**config.mk**
```make
export PLATFORM = sky130hd
export DESIGN_NAME = mem_wb_stage
export DESIGN_NICKNAME = d
export VERILOG_FILES = /design/src/rtl/mem_wb_stage.sv
export SDC_FILE = /design/constraint.sdc
export NUM_CORES = 1
export LEC_CHECK = 0
export CAP_MARGIN = 10
export CORE_AREA = 2 2 110 112
export CTS_CLUSTER_SIZE = 20
export DETAILED_ROUTE_END_ITERATION = 12
export DIE_AREA = 0 0 112 114
export GPL_TIMING_DRIVEN = 0
export HOLD_SLACK_MARGIN = 0.02
export PLACE_DENSITY = 0.77
export SLEW_MARGIN = 20
export SYNTH_ARGS = -nofsm -noshare
export SYNTH_HDL_FRONTEND = slang
export SYNTH_SLANG_ARGS = --single-unit
```
**constraint.sdc**
```tcl
create_clock -name CLK -period 3.64 [get_ports CLK]
set_input_delay 0.91 -clock CLK [delete_from_list [all_inputs] [get_ports CLK]]
set_output_delay 0.91 -clock CLK [all_outputs]
set_load 0.05 [all_outputs]
```
**src/rtl/mem_wb_stage.sv**
```systemverilog
// ---------------------------------------------------------------------------
// mem_wb_stage
//
// MEM stage plus the MEM/WB pipeline latch.
//   * Drives the data memory from the EX/MEM register outputs (load/store).
//   * Resolves the branch/jump prediction made at fetch and, on a mispredict,
//     raises a same-cycle fetch redirect (which also flushes upstream stages).
//   * Latches the writeback value, destination and write enable for WB.
//   * Sequences processor halt through a RUN -> DRAIN -> HALTED FSM.
//
// Optional feature (compile-time macro MEM_WB_RETIRE_COUNT_EN):
//   defined   : retired_o counts every enabled, valid cycle (wraps at 2^32).
//   undefined : retired_o is tied to zero and no counter flops are built.
//
// Handshake / stall semantics:
//   latchn=1 is a stall. While it is high the MEM/WB latch, the halt FSM and
//   the retire counter hold their values, no memory write is issued
//   (D_MEM_WEN=1) and no redirect is raised. Reads may still be selected.
//   An instruction "happens" only on a posedge with latchn=0 and valid=1,
//   where valid = ~flush_i & (state != HALTED).
//
// Ports:
//   CLK, RSTn            clock (posedge) and synchronous active-low reset
//   latchn               stall (1 = hold)
//   aluResult_i          ALU result / effective address
//   baluResult_i         branch condition (1 = taken)
//   target_i             branch/jump target
//   rd_i                 destination register
//   is*type_i            instruction type flags (0 when flushed)
//   probablyHalt_i       halt candidate (already flush-gated)
//   opcode_i             opcode, 7'b0000011 = load
//   memWriteValue_i      store data
//   pc_i                 instruction pc
//   bpr_i                fetch prediction (1 = predicted taken)
//   flush_i              bubble in MEM
//   D_MEM_*              data memory interface (CSN/WEN active-low)
//   redirect_o           fetch redirect request (combinational)
//   redirectPc_o         redirect address (0 when no redirect)
//   wbData_o/wbRd_o/wbWe_o  MEM/WB latch outputs
//   halt_o               1 while HALTED
//   retired_o            retired instruction count
//   dbg_state            current halt FSM state (debug visibility)
// ---------------------------------------------------------------------------
module mem_wb_stage #(
    parameter int ADDR_W = 12,
    parameter int DATA_W = 32
) (
    input  logic              CLK,
    input  logic              RSTn,
    input  logic              latchn,
    input  logic [DATA_W-1:0] aluResult_i,
    input  logic              baluResult_i,
    input  logic [ADDR_W-1:0] target_i,
    input  logic [4:0]        rd_i,
    input  logic              isBtype_i,
    input  logic              isItype_i,
    input  logic              isRtype_i,
    input  logic              isStype_i,
    input  logic              isJtype_i,
    input  logic              probablyHalt_i,
    input  logic [6:0]        opcode_i,
    input  logic [DATA_W-1:0] memWriteValue_i,
    input  logic [ADDR_W-1:0] pc_i,
    input  logic              bpr_i,
    input  logic              flush_i,
    input  logic [DATA_W-1:0] D_MEM_DI,
    output logic              D_MEM_CSN,
    output logic              D_MEM_WEN,
    output logic [3:0]        D_MEM_BE,
    output logic [ADDR_W-1:0] D_MEM_ADDR,
    output logic [DATA_W-1:0] D_MEM_DOUT,
    output logic              redirect_o,
    output logic [ADDR_W-1:0] redirectPc_o,
    output logic [DATA_W-1:0] wbData_o,
    output logic [4:0]        wbRd_o,
    output logic              wbWe_o,
    output logic              halt_o,
    output logic [31:0]       retired_o,
    output logic [1:0]        dbg_state
);

    localparam logic [6:0] OPC_LOAD = 7'b0000011;

    typedef enum logic [1:0] {
        ST_RUN    = 2'd0,
        ST_DRAIN  = 2'd1,
        ST_HALTED = 2'd2
    } state_t;

    state_t state_q;
    state_t state_d;

    logic              valid;
    logic              is_load;
    logic              is_store;
    logic              enable;
    logic [ADDR_W-1:0] pc_plus4;
    logic              wb_we_d;
    logic [DATA_W-1:0] wb_data_d;

    // ------------------------------------------------------------------
    // Qualification
    // ------------------------------------------------------------------
    assign valid    = ~flush_i & (state_q != ST_HALTED);
    assign is_load  = valid & (opcode_i == OPC_LOAD);
    assign is_store = valid & isStype_i;
    assign enable   = ~latchn;

    // Natural ADDR_W-bit addition wraps the fall-through pc at the top of
    // the address space.
    assign pc_plus4 = pc_i + ADDR_W'(4);

    // ------------------------------------------------------------------
    // Data memory
    // ------------------------------------------------------------------
    assign D_MEM_CSN  = ~(is_load | is_store);
    assign D_MEM_WEN  = ~(is_store & enable);
    assign D_MEM_BE   = 4'b1111;
    assign D_MEM_ADDR = aluResult_i[ADDR_W-1:0];
    assign D_MEM_DOUT = memWriteValue_i;

    // ------------------------------------------------------------------
    // Branch / jump resolution
    // A branch redirects only when the fetch prediction was wrong; the
    // redirect target is whichever path fetch did not take. A jump is
    // always taken, so it redirects only when fetch predicted not-taken.
    // ------------------------------------------------------------------
    always_comb begin
        redirect_o   = 1'b0;
        redirectPc_o = '0;
        if (valid && enable) begin
            if (isBtype_i) begin
                if (baluResult_i ^ bpr_i) begin
                    redirect_o   = 1'b1;
                    redirectPc_o = baluResult_i ? target_i : pc_plus4;
                end
            end else if (isJtype_i) begin
                if (!bpr_i) begin
                    redirect_o   = 1'b1;
                    redirectPc_o = target_i;
                end
            end
        end
    end

    // ------------------------------------------------------------------
    // Halt FSM
    // DRAIN exists so the halt instruction itself completes writeback
    // before the core stops; the next enabled cycle enters HALTED.
    // A redirect in the same cycle wins over a halt candidate.
    // ------------------------------------------------------------------
    always_ff @(posedge CLK) begin
        if (!RSTn) begin
            state_q <= ST_RUN;
        end else begin
            state_q <= state_d;
        end
    end

    always_comb begin
        state_d = state_q;
        case (state_q)
            ST_RUN: begin
                if (valid && probablyHalt_i && enable && !redirect_o) begin
                    state_d = ST_DRAIN;
                end
            end
            ST_DRAIN: begin
                if (enable) begin
                    state_d = ST_HALTED;
                end
            end
            ST_HALTED: begin
                state_d = ST_HALTED;
            end
            default: begin
                state_d = ST_RUN;
            end
        endcase
    end

    assign halt_o    = (state_q == ST_HALTED);
    assign dbg_state = state_q;

    // ------------------------------------------------------------------
    // MEM/WB latch
    // Loads are I-type, so they are covered by the I-type write enable.
    // Jumps write the link address (pc+4, zero-extended).
    // ------------------------------------------------------------------
    assign wb_we_d = valid & (isRtype_i | isItype_i | isJtype_i) & (rd_i != 5'd0);

    always_comb begin
        wb_data_d = aluResult_i;
        if (is_load) begin
            wb_data_d = D_MEM_DI;
        end else if (isJtype_i) begin
            wb_data_d = {{(DATA_W-ADDR_W){1'b0}}, pc_plus4};
        end
    end

    always_ff @(posedge CLK) begin
        if (!RSTn) begin
            wbData_o <= '0;
            wbRd_o   <= '0;
            wbWe_o   <= 1'b0;
        end else if (enable) begin
            wbData_o <= wb_data_d;
            wbRd_o   <= rd_i;
            wbWe_o   <= wb_we_d;
        end
    end

    // ------------------------------------------------------------------
    // Retired instruction counter
    // ------------------------------------------------------------------
`ifdef MEM_WB_RETIRE_COUNT_EN
    logic [31:0] retired_q;

    always_ff @(posedge CLK) begin
        if (!RSTn) begin
            retired_q <= '0;
        end else if (enable && valid) begin
            retired_q <= retired_q + 32'd1;
        end
    end

    assign retired_o = retired_q;
`else
    assign retired_o = 32'd0;
`endif

endmodule

```
==> results of run 1 <==
==> report_power, final <==
part	switching (mW)	internal [mW]
clock	0.169	0.274
combinational	0.519	0.347
sequential	0.0217	0.474
==> metrics by stage <==
| stage | instance area [sq um] | worst slack [ps] | hold slack, ps |
|---|---|---|---|
| after floorplan | 3170 | -278 | 695 |
| after global placement | 5440 | -817 | 465 |
| after detailed placement | 5440 | -813 | 471 |
| after CTS | 5580 | 2.20 | 481 |
| after global routing | 5600 | 4.32 | 498 |
| final | 5600 | 61.1 | 482 |
==> worst min path at each step <==
stage               slack (ps)           to  depth (start not counted)        start
floorplan                  700       wbWe_o                          2       wbWe_o
global placement           460       wbWe_o                          2       wbWe_o
detailed placement         470  wbData_o[0]                          2  wbData_o[0]
CTS                        480  wbData_o[2]                          2  wbData_o[2]
global route               500  wbData_o[2]                          2  wbData_o[2]
finish                     480  wbData_o[0]                          2  wbData_o[0]
==> sequential cells by signal (all words and copies together) (netlist names) <==
name / count
dbg_state: 2
wbRd_o: 5
wbData_o: 32
wbWe_o: 1
==> logic make-up (layout without fill, tap and decap cells) <==
group / after synthesis / count (layout) / share of synthesized area
buf+inv: 111 / 328 / 0.244
flops: 40 / 40 / 0.264
compound gates: 84 / 84 / 0.185
other cells: 2 / 36 / 0.00248
xor+xnor: 6 / 6 / 0.0173
simple gates: 122 / 122 / 0.220
fa+ha+maj: 5 / 5 / 0.0206
mux: 14 / 14 / 0.0466
==> critical path, stage by stage <==
cell and delay (ps):
clkdlybuf4s50_1 530, mux2_2 370, mux2i_4 210, nand2b_4 200, buf_6 160, a211oi_1 70
buf_4 210
==> layout make-up <==
type	count	share of cell area
timing repair buffer	209	0.367
multi-input combinational	267	0.298
sequential	40	0.143
buffer	106	0.130
tap	147	0.0328
clock buffer	8	0.0261
inverter	5	0.00335
==> timing repair <==
| item | in CTS | in global routing |
|---|---|---|
| setup buffers | 0 | 0 |
| gates resized for setup | 87 | 11 |
| setup endpoints to repair | 14 | 12 |
| cloned | 0 | 0 |
==> metal layers <==
metal | global-route usage | share of wire | routed length (microns)
met2 | 0.326 | 0.52 | 6360
met5 | 0 | 0 | 0
met1 | 0.205 | 0.39 | 4790
met3 | 0.0335 | 0.076 | 933
met4 | 0.0504 | 0.013 | 161
==> synthesized netlist by cell type (all sizes together) (4+ instances only) <==
| library cell | number | share of area |
|---|---|---|
| nand3 | 12 | 0.024 |
| nor2b | 9 | 0.019 |
| xnor2 | 4 | 0.012 |
| a31oi | 23 | 0.047 |
| clkbuf | 18 | 0.022 |
| a211oi | 10 | 0.026 |
| o21ai | 26 | 0.043 |
| nand2 | 37 | 0.046 |
| ha | 5 | 0.021 |
| nor2 | 22 | 0.027 |
| o211ai | 6 | 0.016 |
| nand4 | 4 | 0.0082 |
| nor3 | 4 | 0.0082 |
| buf | 88 | 0.22 |
| mux2i | 13 | 0.043 |
| dfxtp | 40 | 0.26 |
| inv | 5 | 0.0062 |
| nand3b | 20 | 0.049 |
==> impl_metrics.tcl, run 1 <==
set metrics [dict create \
    status "completed" \
    antenna_found_initial 0 \
    ant_nets 0 \
    grt_max_degree 12 \
    syn_avg_cell_area_sq_um 7.90 \
    crit_fanout 10 \
    synth_cell_type_count 47 \
    portBuffers 209 \
    start_util 0.259 \
    cts_tree "built" \
    hold_class "register to register" \
    ir_drop_uv 171 \
    min_period_over_period 0.983 \
    hpwl_microns 10100 \
    chipWidth_microns 112 \
    wirelength_microns 12200 \
    clock.fmax_mhz 279 \
    antenna_cells 0 \
    drive_gt1_frac 0.203 \
    relSlewSlack 0.607 \
    rsz0062_at_grt "no" \
    fin_nets 783 \
    cts_sinks 40 \
    maxSlewViolCount 0 \
    first_global_vias 3464 \
    die_height_microns 114 \
    drc_errors 0 \
    clk_pin_slew_ps 60 \
    place_inst 774 \
    synthToLayoutAreaGrowth_pct 84.6 \
    grt_pass1_wl_microns 18000 \
    clock_latency_ps 280 \
    fin_crit_ps 3580 \
    drtIter0Drc 200 \
    startpoint_type "input port" \
    htree_levels 2 \
    setup_viol 0 \
    final_hold_viol_count 0 \
    critPathArrivalTime_ps 2670 \
    synth-edff-count 0 \
    cp.required_ps 2730 \
    rr_worst_depth 7 \
    p_total_mw 1.80 \
    synth_area_sq_um 3030 \
    coreArea_sq_um 11700 \
    maxCapViolCount 0 \
    p_leak_nw 2.33 \
    grt_overflow 0 \
    layout_common_cells "193 x clkdlybuf4s50_1, 84 x buf_4, 40 x dfxtp_1, 37 x nand2_1, 36 x conb_1" \
    ys_async_sr_fraction 0 \
    cts.hold.buffers_added 0 \
    synth_warnings 0 \
    via_per_inst 4.59 \
    seq_area_frac_synth 0.264 \
    tns_ps 0 \
    rows 40 \
    fill_cells 1167 \
    critPathLaunch "isBtype_i" \
    synth_seq_cells 40 \
    cts_buffers 5 \
    grt_use_total 0.175 \
    clockBufferDepth 2 \
    vias 3589 \
    crit_path_end "redirectPc_o[6]" \
    max_slew.worst_pin.slew_ps 589 \
    gp_congestion 0.833 \
    io_pins 280 \
    dieArea_sq_um 12800 \
    fin_util 0.478 \
    final_cells 782 \
    regArea_sq_um 801 \
    routedWlPerCell_microns 15.7 \
    synthCells 384 \
    powerDensity_nw_per_um2 322 \
    reg2reg_slack_ps 1610 \
    multiInputGateArea_sq_um 1670 \
    crit_type "input port to output pin" \
    layout_commonest_cell "clkdlybuf4s50_1" \
    synth_ff_type "dfxtp_1" \
    reg2reg_to "wbData_o[10]" \
    skew_ps 3.99 \
    dr.pass1.iters 7 \
    end_kind "output pin" \
    r2r_start "dbg_state[0]" \
    root_buffer "clkbuf_16" \
]
(Power assumes the default switching activity.)
==> run 2, diff against run 1 <==
--- a/config.mk
+++ b/config.mk
@@ -13,6 +13,7 @@
 export GPL_TIMING_DRIVEN = 0
 export HOLD_SLACK_MARGIN = 0.02
 export PLACE_DENSITY = 0.77
+export REMOVE_ABC_BUFFERS = 1
 export SLEW_MARGIN = 20
 export SYNTH_ARGS = -nofsm -noshare
 export SYNTH_HDL_FRONTEND = slang
==> impl_metrics.tcl, run 2 (synthesized netlist as in run 1, its figures left out) <==
set metrics [dict create \
    vias 3137 \
    crit_buf_inv 3 \
    first_global_vias 3175 \
    htree_levels 2 \
    chipWidth_microns 112 \
    max_slew.worst_pin.slew_ps 794 \
    rows 40 \
    hold_class "register to register" \
    grt_max_degree 53 \
    start_util 0.259 \
    antenna_cells 0 \
    fin_nets 657 \
    via_per_inst 4.79 \
    powerDensity_nw_per_um2 344 \
    grt_pass1_wl_microns 17800 \
    dieArea_sq_um 12800 \
    skew_ps 5.55 \
    ir_drop_uv 191 \
    crit_type "input port to output pin" \
    gp_congestion 0.742 \
    whs_ps 481 \
    crit_path_end "redirect_o" \
    root_buffer "clkbuf_16" \
    die_height_microns 114 \
    fill_cells 1203 \
    drc_errors 0 \
    setup_viol 0 \
    crit_fanout 10 \
    grt_overflow 0 \
    clock.fmax_mhz 280 \
    pre_cts_slack_ps -1220 \
    worstPathCellList "clkdlybuf4s50_1 -> mux2_2 -> mux2i_2 -> nand2b_4 -> inv_1 -> clkdlybuf4s15_2" \
    maxSlewViolCount 0 \
    status "completed" \
    routedWlPerCell_microns 18.8 \
    clockBufferDepth 2 \
    maxCapViolCount 0 \
    critPathMaxStageDelay_ps 530 \
    layout_commonest_cell "clkdlybuf4s50_1" \
    clock_latency_ps 280 \
    cp.required_ps 2730 \
    critPathArrivalTime_ps 2660 \
    drive_gt1_frac 0.100 \
    multiInputGateArea_sq_um 1670 \
    critPathSlowestCell "clkdlybuf4s50_1" \
    drtIter0Drc 93 \
    final_hold_viol_count 0 \
    fin_util 0.400 \
    antenna_found_initial 0 \
    relSlewSlack 0.470 \
    min_period_over_period 0.981 \
    p_leak_nw 1.79 \
    largest-register "wbData_o" \
    dr.pass1.iters 5 \
    r2r_start "dbg_state[0]" \
    place_inst 642 \
    largest_reg_flops 32 \
    synthToLayoutAreaGrowth_pct 54.3 \
    cts_buffers 5 \
    rsz0062_at_grt "yes" \
    ant_nets 0 \
    fin_ws_ps 69.9 \
    io_pins 280 \
    clk_pin_slew_ps 60 \
    rr_worst_depth 7 \
    portBuffers 179 \
    startpoint_type "input port" \
    reg2reg_to "wbData_o[9]" \
    hpwl_microns 9230 \
    layout_common_cells "161 x clkdlybuf4s50_1, 40 x dfxtp_1, 37 x nand2_1, 36 x conb_1, 25 x o21ai_0" \
    cts_sinks 40 \
    cp.depth 6 \
    end_kind "output pin" \
    critPathLaunch "isBtype_i" \
    crit_family "buffers and inverters" \
    regArea_sq_um 801 \
    reg2reg_slack_ps 1260 \
    cts_tree "built" \
    coreArea_sq_um 11700 \
    fin_crit_ps 3570 \
    grt_use_total 0.181 \
    final_cells 655 \
    wirelength_microns 12300 \
    p_total_mw 1.61 \
]
run 2: cell types whose count changed in the layout (fill, tap and decap cells not counted), moves of 2 or more:
cell,change
clkdlybuf4s50_1,-32
buf_4,-75
dlymetal6s2s_1,-2
dlygate4sd2_1,+2
clkbuf_1,-18
clkdlybuf4s15_2,+4
a211oi_1,+2
buf_16,+2
buf_2,-7
buf_6,-3
a211oi_2,-2
run 2: repair_timing:
item	in CTS	in global routing
endpoints found under the setup margin	15	10
resized for setup	83	3
cloned	1	0
pin swaps	1	1
buffers inserted	4	1
hold buffers	0	0
run 2: how the worst min path moves through the flow:
stage	slack [ps]	cells past startpoint	endpoint	from
2_1_floorplan	690	2	wbWe_o	wbWe_o
3_3_place_gp	470	2	wbData_o[0]	wbData_o[0]
3_5_place_dp	480	2	wbWe_o	wbWe_o
4_1_cts	490	2	wbWe_o	wbWe_o
5_1_grt	520	2	wbWe_o	wbWe_o
6_report	480	2	wbWe_o	wbWe_o
run 2: area by class of cell:
type	instances	share of cell area
clock inverters	1	0.00107
clock buffers	6	0.0275
multi-input cells	268	0.356
inverters	5	0.00401
flip-flops and latches	40	0.171
repair buffers	188	0.401
well taps	147	0.0393
run 2: worst register-to-register path: cells and delay by family (launching register included):
| kind | cells | cell delay, ps |
|---|---|---|
| buffers and inverters | 2 | 390 |
| flip-flops | 1 | 380 |
| AND/OR/NAND/NOR | 3 | 990 |
| adder cells (fa/ha/maj) | 1 | 270 |
| AO/OA/AOI/OAI | 1 | 270 |
run 2: power by group:
part           total, mW  switching (mW)  internal, mW
clock              0.418           0.168         0.249
sequential         0.495          0.0211         0.474
combinational      0.698           0.433         0.265
run 2: per-layer routing:
metal  wire length (microns)  global-route usage
met5                       0                   0
met3                    1110              0.0659
met1                    5100               0.220
met4                     180              0.0472
met2                    5910               0.305
run 2: stage by stage:
step / area, sq um / setup TNS [ps]
2_1_floorplan: 2440 / -2370
3_3_place_gp: 4420 / -28710
3_5_place_dp: 4490 / -15460
4_1_cts: 4660 / 0
5_1_grt: 4680 / -4.33
6_report: 4680 / 0
==> run 3, diff against run 2 <==
--- a/config.mk
+++ b/config.mk
@@ -5,6 +5,7 @@
 export SDC_FILE = /design/constraint.sdc
 export NUM_CORES = 1
 export LEC_CHECK = 0
+export ABC_AREA = 0
 export CAP_MARGIN = 10
 export CORE_AREA = 2 2 110 112
 export CTS_CLUSTER_SIZE = 20
==> results of run 3 <==
Same layout as run 2: the final DEF is identical, and so are final timing and power.
